===== src/rtl/aq_ifu_ibuf_pkg.sv =====
// Shared constants and helpers for the IFU halfword instruction buffer.
package aq_ifu_ibuf_pkg;
    localparam int HW_W      = 16;
    localparam int DEPTH     = 8;
    localparam int PTR_W     = 3;
    localparam int FETCH_THR = 6;
    localparam int PC_W      = 39;

    // Any halfword whose two low bits are not 2'b11 starts a compressed instruction.
    function automatic logic is_rvc(input logic [1:0] lsb);
        return lsb != 2'b11;
    endfunction
endpackage


===== src/rtl/aq_ifu_ibuf_align.sv =====
// Head realignment: turns the two oldest halfwords into one RVC or 32-bit instruction.
module aq_ifu_ibuf_align
    import aq_ifu_ibuf_pkg::*;
(
    input  logic [HW_W-1:0] hw0,
    input  logic [HW_W-1:0] hw1,
    input  logic [PTR_W:0]  count,
    output logic            rvc,
    output logic [1:0]      need,
    output logic            inst_vld,
    output logic [31:0]     inst
);
    always_comb begin
        rvc      = 1'b0;
        need     = 2'd0;
        inst_vld = 1'b0;
        inst     = 32'd0;
        if (count != '0) begin
            rvc      = is_rvc(hw0[1:0]);
            need     = rvc ? 2'd1 : 2'd2;
            inst_vld = count >= {{(PTR_W-1){1'b0}}, need};
            inst     = rvc ? {16'd0, hw0} : {hw1, hw0};
        end
    end
endmodule


===== src/rtl/aq_ifu_ibuf_queue.sv =====
// Halfword-granular instruction buffer between ipack and IDU, with head PC tracking.
module aq_ifu_ibuf_queue
    import aq_ifu_ibuf_pkg::*;
(
    input  logic            forever_cpuclk,
    input  logic            cpurst_b,
    input  logic            ipack_ibuf_vld,
    input  logic [31:0]     ipack_ibuf_data,
    input  logic [1:0]      ipack_ibuf_hw_vld,
    input  logic [PC_W-1:0] ipack_ibuf_pc,
    input  logic            ctrl_ibuf_cancel,
    input  logic            ctrl_ibuf_pop_en,
    output logic            ibuf_ctrl_inst_fetch,
    output logic            ibuf_idu_inst_vld,
    output logic [31:0]     ibuf_idu_inst,
    output logic [PC_W-1:0] ibuf_idu_pc,
    output logic            ibuf_idu_inst_rvc
);
    localparam logic [PTR_W:0] DEPTH_C = (PTR_W+1)'(DEPTH);
    localparam logic [PTR_W:0] THR_C   = (PTR_W+1)'(FETCH_THR);

    logic [HW_W-1:0]  mem_q [DEPTH];
    logic [HW_W-1:0]  mem_d [DEPTH];
    logic [PTR_W-1:0] wptr_q, wptr_d, rptr_q, rptr_d, rptr_nxt;
    logic [PTR_W:0]   count_q, count_d;
    logic [PC_W-1:0]  head_pc_q, head_pc_d;

    logic        rvc, inst_vld;
    logic [1:0]  need, nwr, nwr_eff, npop;
    logic [31:0] inst;
    logic [PTR_W:0]  avail, cnt_pop;
    logic [HW_W-1:0] first_hw;

    assign rptr_nxt = rptr_q + PTR_W'(1);

    aq_ifu_ibuf_align u_align (
        .hw0      (mem_q[rptr_q]),
        .hw1      (mem_q[rptr_nxt]),
        .count    (count_q),
        .rvc      (rvc),
        .need     (need),
        .inst_vld (inst_vld),
        .inst     (inst)
    );

    always_comb begin
        nwr      = ipack_ibuf_vld ? ({1'b0, ipack_ibuf_hw_vld[0]} + {1'b0, ipack_ibuf_hw_vld[1]}) : 2'd0;
        npop     = (inst_vld && ctrl_ibuf_pop_en) ? need : 2'd0;
        cnt_pop  = count_q - (PTR_W+1)'(npop);
        avail    = DEPTH_C - cnt_pop;
        // Halfwords beyond the free space are dropped so count never exceeds DEPTH.
        nwr_eff  = ((PTR_W+1)'(nwr) > avail) ? avail[1:0] : nwr;
        first_hw = (ipack_ibuf_hw_vld == 2'b10) ? ipack_ibuf_data[31:16] : ipack_ibuf_data[15:0];

        for (int i = 0; i < DEPTH; i++) mem_d[i] = mem_q[i];
        wptr_d    = wptr_q;
        rptr_d    = rptr_q;
        count_d   = count_q;
        head_pc_d = head_pc_q;

        if (ctrl_ibuf_cancel) begin
            wptr_d  = '0;
            rptr_d  = '0;
            count_d = '0;
        end else begin
            if (nwr_eff != 2'd0) mem_d[wptr_q] = first_hw;
            if (nwr_eff == 2'd2) mem_d[wptr_q + PTR_W'(1)] = ipack_ibuf_data[31:16];
            wptr_d  = wptr_q + PTR_W'(nwr_eff);
            rptr_d  = rptr_q + PTR_W'(npop);
            count_d = cnt_pop + (PTR_W+1)'(nwr_eff);
            if (cnt_pop == '0 && nwr_eff != 2'd0)
                head_pc_d = ipack_ibuf_pc;
            else if (npop != 2'd0)
                head_pc_d = head_pc_q + PC_W'({npop, 1'b0});
        end
    end

    always_ff @(posedge forever_cpuclk) begin
        if (!cpurst_b) begin
            wptr_q    <= '0;
            rptr_q    <= '0;
            count_q   <= '0;
            head_pc_q <= '0;
        end else begin
            wptr_q    <= wptr_d;
            rptr_q    <= rptr_d;
            count_q   <= count_d;
            head_pc_q <= head_pc_d;
        end
    end

    always_ff @(posedge forever_cpuclk) begin
        for (int i = 0; i < DEPTH; i++) mem_q[i] <= mem_d[i];
    end

    assign ibuf_ctrl_inst_fetch = (DEPTH_C - count_q) >= THR_C;
    assign ibuf_idu_inst_vld    = inst_vld;
    assign ibuf_idu_inst        = inst;
    assign ibuf_idu_inst_rvc    = rvc;
    assign ibuf_idu_pc          = (count_q != '0) ? head_pc_q : '0;
endmodule


===== config.mk =====
export PLATFORM = sky130hd
export DESIGN_NAME = aq_ifu_ibuf_queue
export DESIGN_NICKNAME = d
export VERILOG_FILES = /design/src/rtl/aq_ifu_ibuf_pkg.sv /design/src/rtl/aq_ifu_ibuf_align.sv /design/src/rtl/aq_ifu_ibuf_queue.sv
export SDC_FILE = /design/constraint.sdc
export NUM_CORES = 1
export LEC_CHECK = 0
export CAP_MARGIN = 5
export CORE_MARGIN = 5
export CORE_UTILIZATION = 45
export CTS_CLUSTER_SIZE = 28
export DETAILED_ROUTE_END_ITERATION = 10
export HOLD_SLACK_MARGIN = 0.03
export PLACE_DENSITY = 0.63
export SLEW_MARGIN = 0
export SYNTH_ARGS = -nofsm -noshare
export SYNTH_HDL_FRONTEND = slang
export SYNTH_SLANG_ARGS = --single-unit

===== constraint.sdc =====
create_clock -name forever_cpuclk -period 6.6 [get_ports forever_cpuclk]
set_clock_uncertainty 0.2 [all_clocks]
set_input_delay 0.66 -clock forever_cpuclk [delete_from_list [all_inputs] [get_ports forever_cpuclk]]
set_output_delay 0.66 -clock forever_cpuclk [all_outputs]
set_load 0.02 [all_outputs]

==> impl_metrics.toml, run 1 <==
[status]
outcome = "finished clean"

[route]
via_per_inst = 6.41
wirelength_um = 42200
drt-wirelength-per-cell_um = 24.4
drt_iter0_drc = 1297
postRouteAntennaNets = 0
dr.pass1.iters = 7
drc = 0
vias = 11100

[sta]
rsz0062_at_grt = "no"
setup_tns_ns = 0
period_needed_ns = 6.14
finalSetupViolations = 0
slew_headroom_pct = 22.7
worst_pin_slew_ns = 1.16
max_freq_mhz = 163
min_period_over_period_pct = 93.1
hold_violations = 0
slew_viol_final = 0

[cells_and_area]
n_antenna_cell = 0
drive_above_1_share_pct = 12.3
syn2layout_area_growth_pct = 19.4
layout.cells.non_filler = 1726
nNetsFinal = 1438
fill_cells = 2489

[logic_synthesis]
synth-compound-area-share_pct = 14.8
yosys_warnings = 0
synth-xor-area-share_pct = 0.683
ys.flop_type = "edfxtp_1"
syn_inst = 1227
synth_edf_count = 128
syn_avg_cell_area_um2 = 10.3
synthSimpleGateAreaFrac_pct = 13.9
ys_ff_latch = 177
synthMuxAreaShare_pct = 25.4
synth.distinct_cells = 61
synth_area_um2 = 12600
async_flop_share_pct = 0
ys_seq_area_share_pct = 38.2
synthAdderAreaFrac_pct = 2.67
synth_top_family_by_area = "multiplexers"
syn_nets = 1329

[grt]
gr-usage-all-layers_pct = 26.3
antenna_found_initial = 0
grt_max_degree = 77
grt.overflow.total = 0
grt_pass1_wl_um = 64400
grt_pass1_vias = 10700

[critical_path]
worstPathMaxFanout = 12
r2r-start = "rptr_q[0]"
cp-start-kind = "register"
reg2reg_slack_ns = 0.46
critPathRequiredTime_ns = 6.67
arrival_ns = 6.22
critical_path_class = "register to register"
reg2reg_depth = 25
crit_start = "rptr_q[0]"
endpoint = "mem_q[1][9]"
cp-end-kind = "register"
worstReg2RegEnd = "mem_q[1][9]"

[power]
ir_worst_vdd_mv = 0.466
swShare_pct = 46.5
pwr_density_cell_nw_per_um2 = 409
intPower_mw = 3.30
pwr-share-comb_pct = 56.6
p_clk_share_pct = 16.6
power_leakage_nw = 5.83
p_seq_share_pct = 26.8
switchingPower_mw = 2.87

[clock_tree]
clock_sinks = 177
cts_made_buffers = 17
root_buffer = "clkbuf_16"
clkSlewWorstSetupHoldPaths_ns = 0.08
cts_tree = "yes"
clock_path_buffers = 2
clk_latency_ns = 0.44
htreeDepth = 4

[placed_design]
hpwlAfterDp_um = 26600
io_buffers = 151
gp_congestion = 0.861
dp_cells = 1694

[floorplanning]
die-height_um = 178
start_util_pct = 45.5
core_um2 = 27800
io_pins = 152
die_w_um = 178
die_area_um2 = 31500
row_count = 61

[hold_path]
hold_start = "head_pc_q[33]"
hp-class = "register to register"

[run]
cap_violations = 0
## worst min-delay path by stage
stage	to	slack [ns]	depth (start not counted)
3_5_place_dp	head_pc_q[33]	0.28	2
4_1_cts	head_pc_q[33]	0.29	2
2_1_floorplan	head_pc_q[14]	0.25	2
6_report	head_pc_q[33]	0.29	2
3_3_place_gp	head_pc_q[38]	0.27	2
5_1_grt	head_pc_q[33]	0.32	2
## stage by stage
stage | cell area [um2] | hold WS (ns) | power (mW) | setup slack, ns | util [%]
after floorplan | 12600 | 0.252 | 3.98 | 0.427 | -
after global placement | 14500 | 0.265 | 5.08 | 0.536 | 52.2
after detailed placement | 14500 | 0.283 | 5.11 | 0.383 | 52.2
after CTS | 15100 | 0.293 | 6.13 | 0.343 | 54.2
after global routing | 15100 | 0.315 | 6.51 | 0.0367 | 54.3
final | 15100 | 0.292 | 6.17 | 0.458 | 54.3
## critical path, stage by stage (launching register included)
cell and delay [ns]:
dfxtp_4 0.44, mux4_2 0.54, nand3_1 0.09, o21ai_0 0.11, inv_1 0.11, ha_1 0.14
inv_1 0.04, o221ai_1 0.29, nand2_1 0.12, nor2_1 0.15, ha_1 0.18, inv_1 0.05
fa_1 0.57, inv_1 0.06, ha_1 0.33, inv_1 0.06, ha_1 0.28, nor2b_1 0.15
o21ai_1 0.08, buf_4 0.16, nor3_1 0.16, o21ai_0 0.30, a21oi_1 0.66, buf_4 0.40
o22ai_1 0.12, mux2i_1 0.18
## per-layer routing
layer  vias to the layer above  global-route usage [%]  share of wire, %
li1                       4965                       -                 -
met1                      5373                    36.8                41
met2                       637                    41.6                46
met3                        95                    4.37               9.5
met4                         0                    9.38               3.1
met5                         -                       0                 0
## logic make-up (layout without fill, tap and decap cells)
group	Yosys count	count (layout)
fa+ha+maj	24	24
compound gates	297	297
buf+inv	130	251
mux	239	239
flops	177	177
simple gates	351	351
xor+xnor	9	9
## power by group through the flow
stage          Clock (mW)  Sequential (mW)  Combinational [mW]
5_1_grt              1.07             1.68                3.76
3_3_place_gp            0             1.66                3.41
4_1_cts              1.03             1.65                3.45
3_5_place_dp            0             1.67                3.44
2_1_floorplan           0             1.59                2.39
6_report             1.02             1.65                3.49
## cell usage after synthesis (19+ instances only)
cell,n,area (um2)
dfxtp_1,49,981
mux2i_1,172,1720
nand3_1,32,160
nand2_1,156,586
nor2_1,56,210
ha_1,19,238
and2_1,44,275
o22ai_1,159,995
buf_2,19,95.1
a211oi_1,19,143
inv_1,34,128
mux4_2,64,1440
a21oi_1,80,400
clkbuf_1,59,221
edfxtp_1,128,3840
## layout make-up
| class | count | area [um2] | share of cell area, % |
|---|---|---|---|
| clock buffer | 17 | 425 | 2.82 |
| multi-input combinational | 920 | 7310 | 48.4 |
| sequential | 177 | 4830 | 32.0 |
| tap | 378 | 473 | 3.13 |
| inverter | 35 | 134 | 0.887 |
| clock inverter | 14 | 136 | 0.903 |
| timing repair buffer | 185 | 1790 | 11.9 |
## what timing repair did
action,in CTS,in global routing
setup endpoints to repair,0,26
gates resized for setup,0,3
hold buffers,0,0
setup buffers,0,1
## registers in the layout, summed over array words and instances (netlist names)
signal,cells
wptr_q,3
rptr_q,3
count_q,4
mem_q,128
head_pc_q,39
## cells in the final DEF (no fill, tap or decap), types with 5 or more instances in the layout
cell / count
nand3_4: 6
buf_4: 32
and2_1: 42
nor2b_1: 6
a21oi_1: 74
nor2_1: 54
edfxtp_1: 128
inv_1: 34
ha_1: 18
mux2i_1: 171
a211oi_1: 19
and3_1: 15
mux4_2: 64
nand4_1: 8
fa_1: 5
nand3_1: 32
a21oi_2: 6
or2_2: 5
nand2_1: 156
o22ai_1: 159
inv_6: 8
o31a_1: 5
clkdlybuf4s50_1: 151
o21ai_0: 7
dfxtp_1: 48
clkbuf_16: 17
and4_1: 5
Power figures use the tool's default switching activity.
==> run 2, diff against run 1 <==
==> constraint.sdc (replaced) <==
create_clock -name forever_cpuclk -period 6.6 [get_ports forever_cpuclk]
set_clock_uncertainty 0.2 [all_clocks]
set_input_delay 0.99 -clock forever_cpuclk [delete_from_list [all_inputs] [get_ports forever_cpuclk]]
set_output_delay 0.99 -clock forever_cpuclk [all_outputs]
set_load 0.02 [all_outputs]
==> impl_metrics.toml, run 2 (synthesis gave the netlist of run 1 again) <==
[critical_path]
r2r-start = "rptr_q[0]"
arrival_ns = 6.22
critPathRequiredTime_ns = 6.68
slowest_stage = "a21oi_2"
cpLargestDelayFamily = "compound AO/OA/AOI/OAI gates"
cpMostUsedCell = "inv_1"
critical_path_class = "register to register"
crit_start = "rptr_q[0]"
reg2reg_slack_ns = 0.45
slowest_delay_ns = 0.64
cp-start-kind = "register"
worstPathMaxFanout = 10
critPathBufInv = 7
cp-end-kind = "register"

[run]
cap_violations = 0

[placed_design]
gp_congestion = 0.861
place_area_um2 = 14500
hpwlAfterDp_um = 26900
io_buffers = 151

[route]
vias = 11000
via_per_inst = 6.37
wirelength_um = 42200
postRouteAntennaNets = 0
dr.pass1.iters = 6
drt_iter0_drc = 1171
drt-wirelength-per-cell_um = 24.4
drc = 0

[floorplanning]
die_area_um2 = 31500
start_util_pct = 45.5
io_pins = 152
core_um2 = 27800
row_count = 61
die-height_um = 178
die_w_um = 178

[sta]
slew_viol_final = 0
min_period_over_period_pct = 93.2
finalSetupViolations = 0
hold_violations = 0
rsz0062_at_grt = "no"
worst_pin_slew_ns = 1.16
period_needed_ns = 6.15
max_freq_mhz = 163
setup_tns_ns = 0
slew_headroom_pct = 22.4

[power]
total_power_mw = 6.21
p_clk_share_pct = 16.9
switchingPower_mw = 2.89
ir_worst_vdd_mv = 0.417
swShare_pct = 46.5
p_seq_share_pct = 26.6
pwr-share-comb_pct = 56.5
intPower_mw = 3.32
power_leakage_nw = 5.87
pwr_density_cell_nw_per_um2 = 409

[cells_and_area]
largest_register_ffs = 128
final_common_cell = "mux2i_1"
n_antenna_cell = 0
fill_cells = 2548
syn2layout_area_growth_pct = 20.1
fin_area_um2 = 15200
nNetsFinal = 1443
drive_above_1_share_pct = 12.8
mostFrequentLayoutCells = "171 x mux2i_1, 159 x o22ai_1, 156 x nand2_1"
largest-register = "mem_q"
reg_top3 = "mem_q: 128 flops, head_pc_q: 39 flops, count_q: 4 flops"

[grt]
antenna_found_initial = 0
gr-usage-all-layers_pct = 26.5
grt_pass1_vias = 10900
grt_max_degree = 77
top_usage_layer = "met2"
grt_pass1_wl_um = 64600
grt.overflow.total = 0
gr-usage-met1_pct = 36.2
met2_usage_pct = 41.9
grtUsageMet3_pct = 5.43

[clock_tree]
clkSlewWorstSetupHoldPaths_ns = 0.08
root_buffer = "clkbuf_16"
cts_made_buffers = 17
clock_path_buffers = 2
clk_latency_ns = 0.44
cts_tree = "yes"
postCtsHoldBufs = 0
clock_sinks = 177
htreeDepth = 4

[hold_path]
hold_start = "head_pc_q[38]"
hp-class = "register to register"

[status]
outcome = "finished clean"
-- run 2: cell count changes in the layout (fill, tap and decap cells not counted), sizes merged --
cell      delta
clkinv       +2
clkinvlp     -1
buf          +5
-- run 2: layer usage --
layer / vias up / wire, um
met2: 612 / 19300
met4: 0 / 1320
met5: - / 0
met1: 5374 / 17500
met3: 87 / 4070
li1: 4963 / -
-- run 2: what timing repair did --
action                     4_1_cts  5_1_grt
setup endpoints to repair        0      112
buffers inserted                 0        5
resized for setup                0        5
-- run 2: worst paths after layout --
path / to / depth (start not counted)
max: mem_q[0][6] / 25
min: head_pc_q[38] / 2
max reg2reg: mem_q[0][6] / 25
min reg2reg: head_pc_q[38] / 2
-- run 2: tightest hold or removal path, stage by stage (launching register included) --
cell     delay [ns]
dfxtp_1        0.32
nand2_1        0.06
o22ai_1        0.06
-- run 2: through the flow --
stage	utilization (%)	std cells	hold WS (ns)	worst slack, ns
CTS	54.3	1727	0.292	0.288
detailed placement	52.2	1695	0.281	0.323
global placement	52.2	1695	0.265	0.519
finish	54.6	1732	0.293	0.452
global route	54.6	1732	0.324	0.0387
floorplan	-	1227	0.252	0.427
-- run 2: power by group through the flow --
stage	clock network [mW]	registers, mW	logic, mW
after floorplan	0	1.59	2.39
after global routing	1.10	1.68	3.78
after CTS	1.06	1.65	3.47
after detailed placement	0	1.67	3.46
final	1.05	1.65	3.51
after global placement	0	1.66	3.42
-- run 2: layout make-up --
cell class	instances	area (um2)	share of cell area, %
flip-flops and latches	177	4830	31.8
well taps	378	473	3.12
inverters	35	134	0.882
repair buffers	190	1850	12.2
clock inverters	15	158	1.04
clock buffers	17	425	2.80
multi-input cells	920	7310	48.2
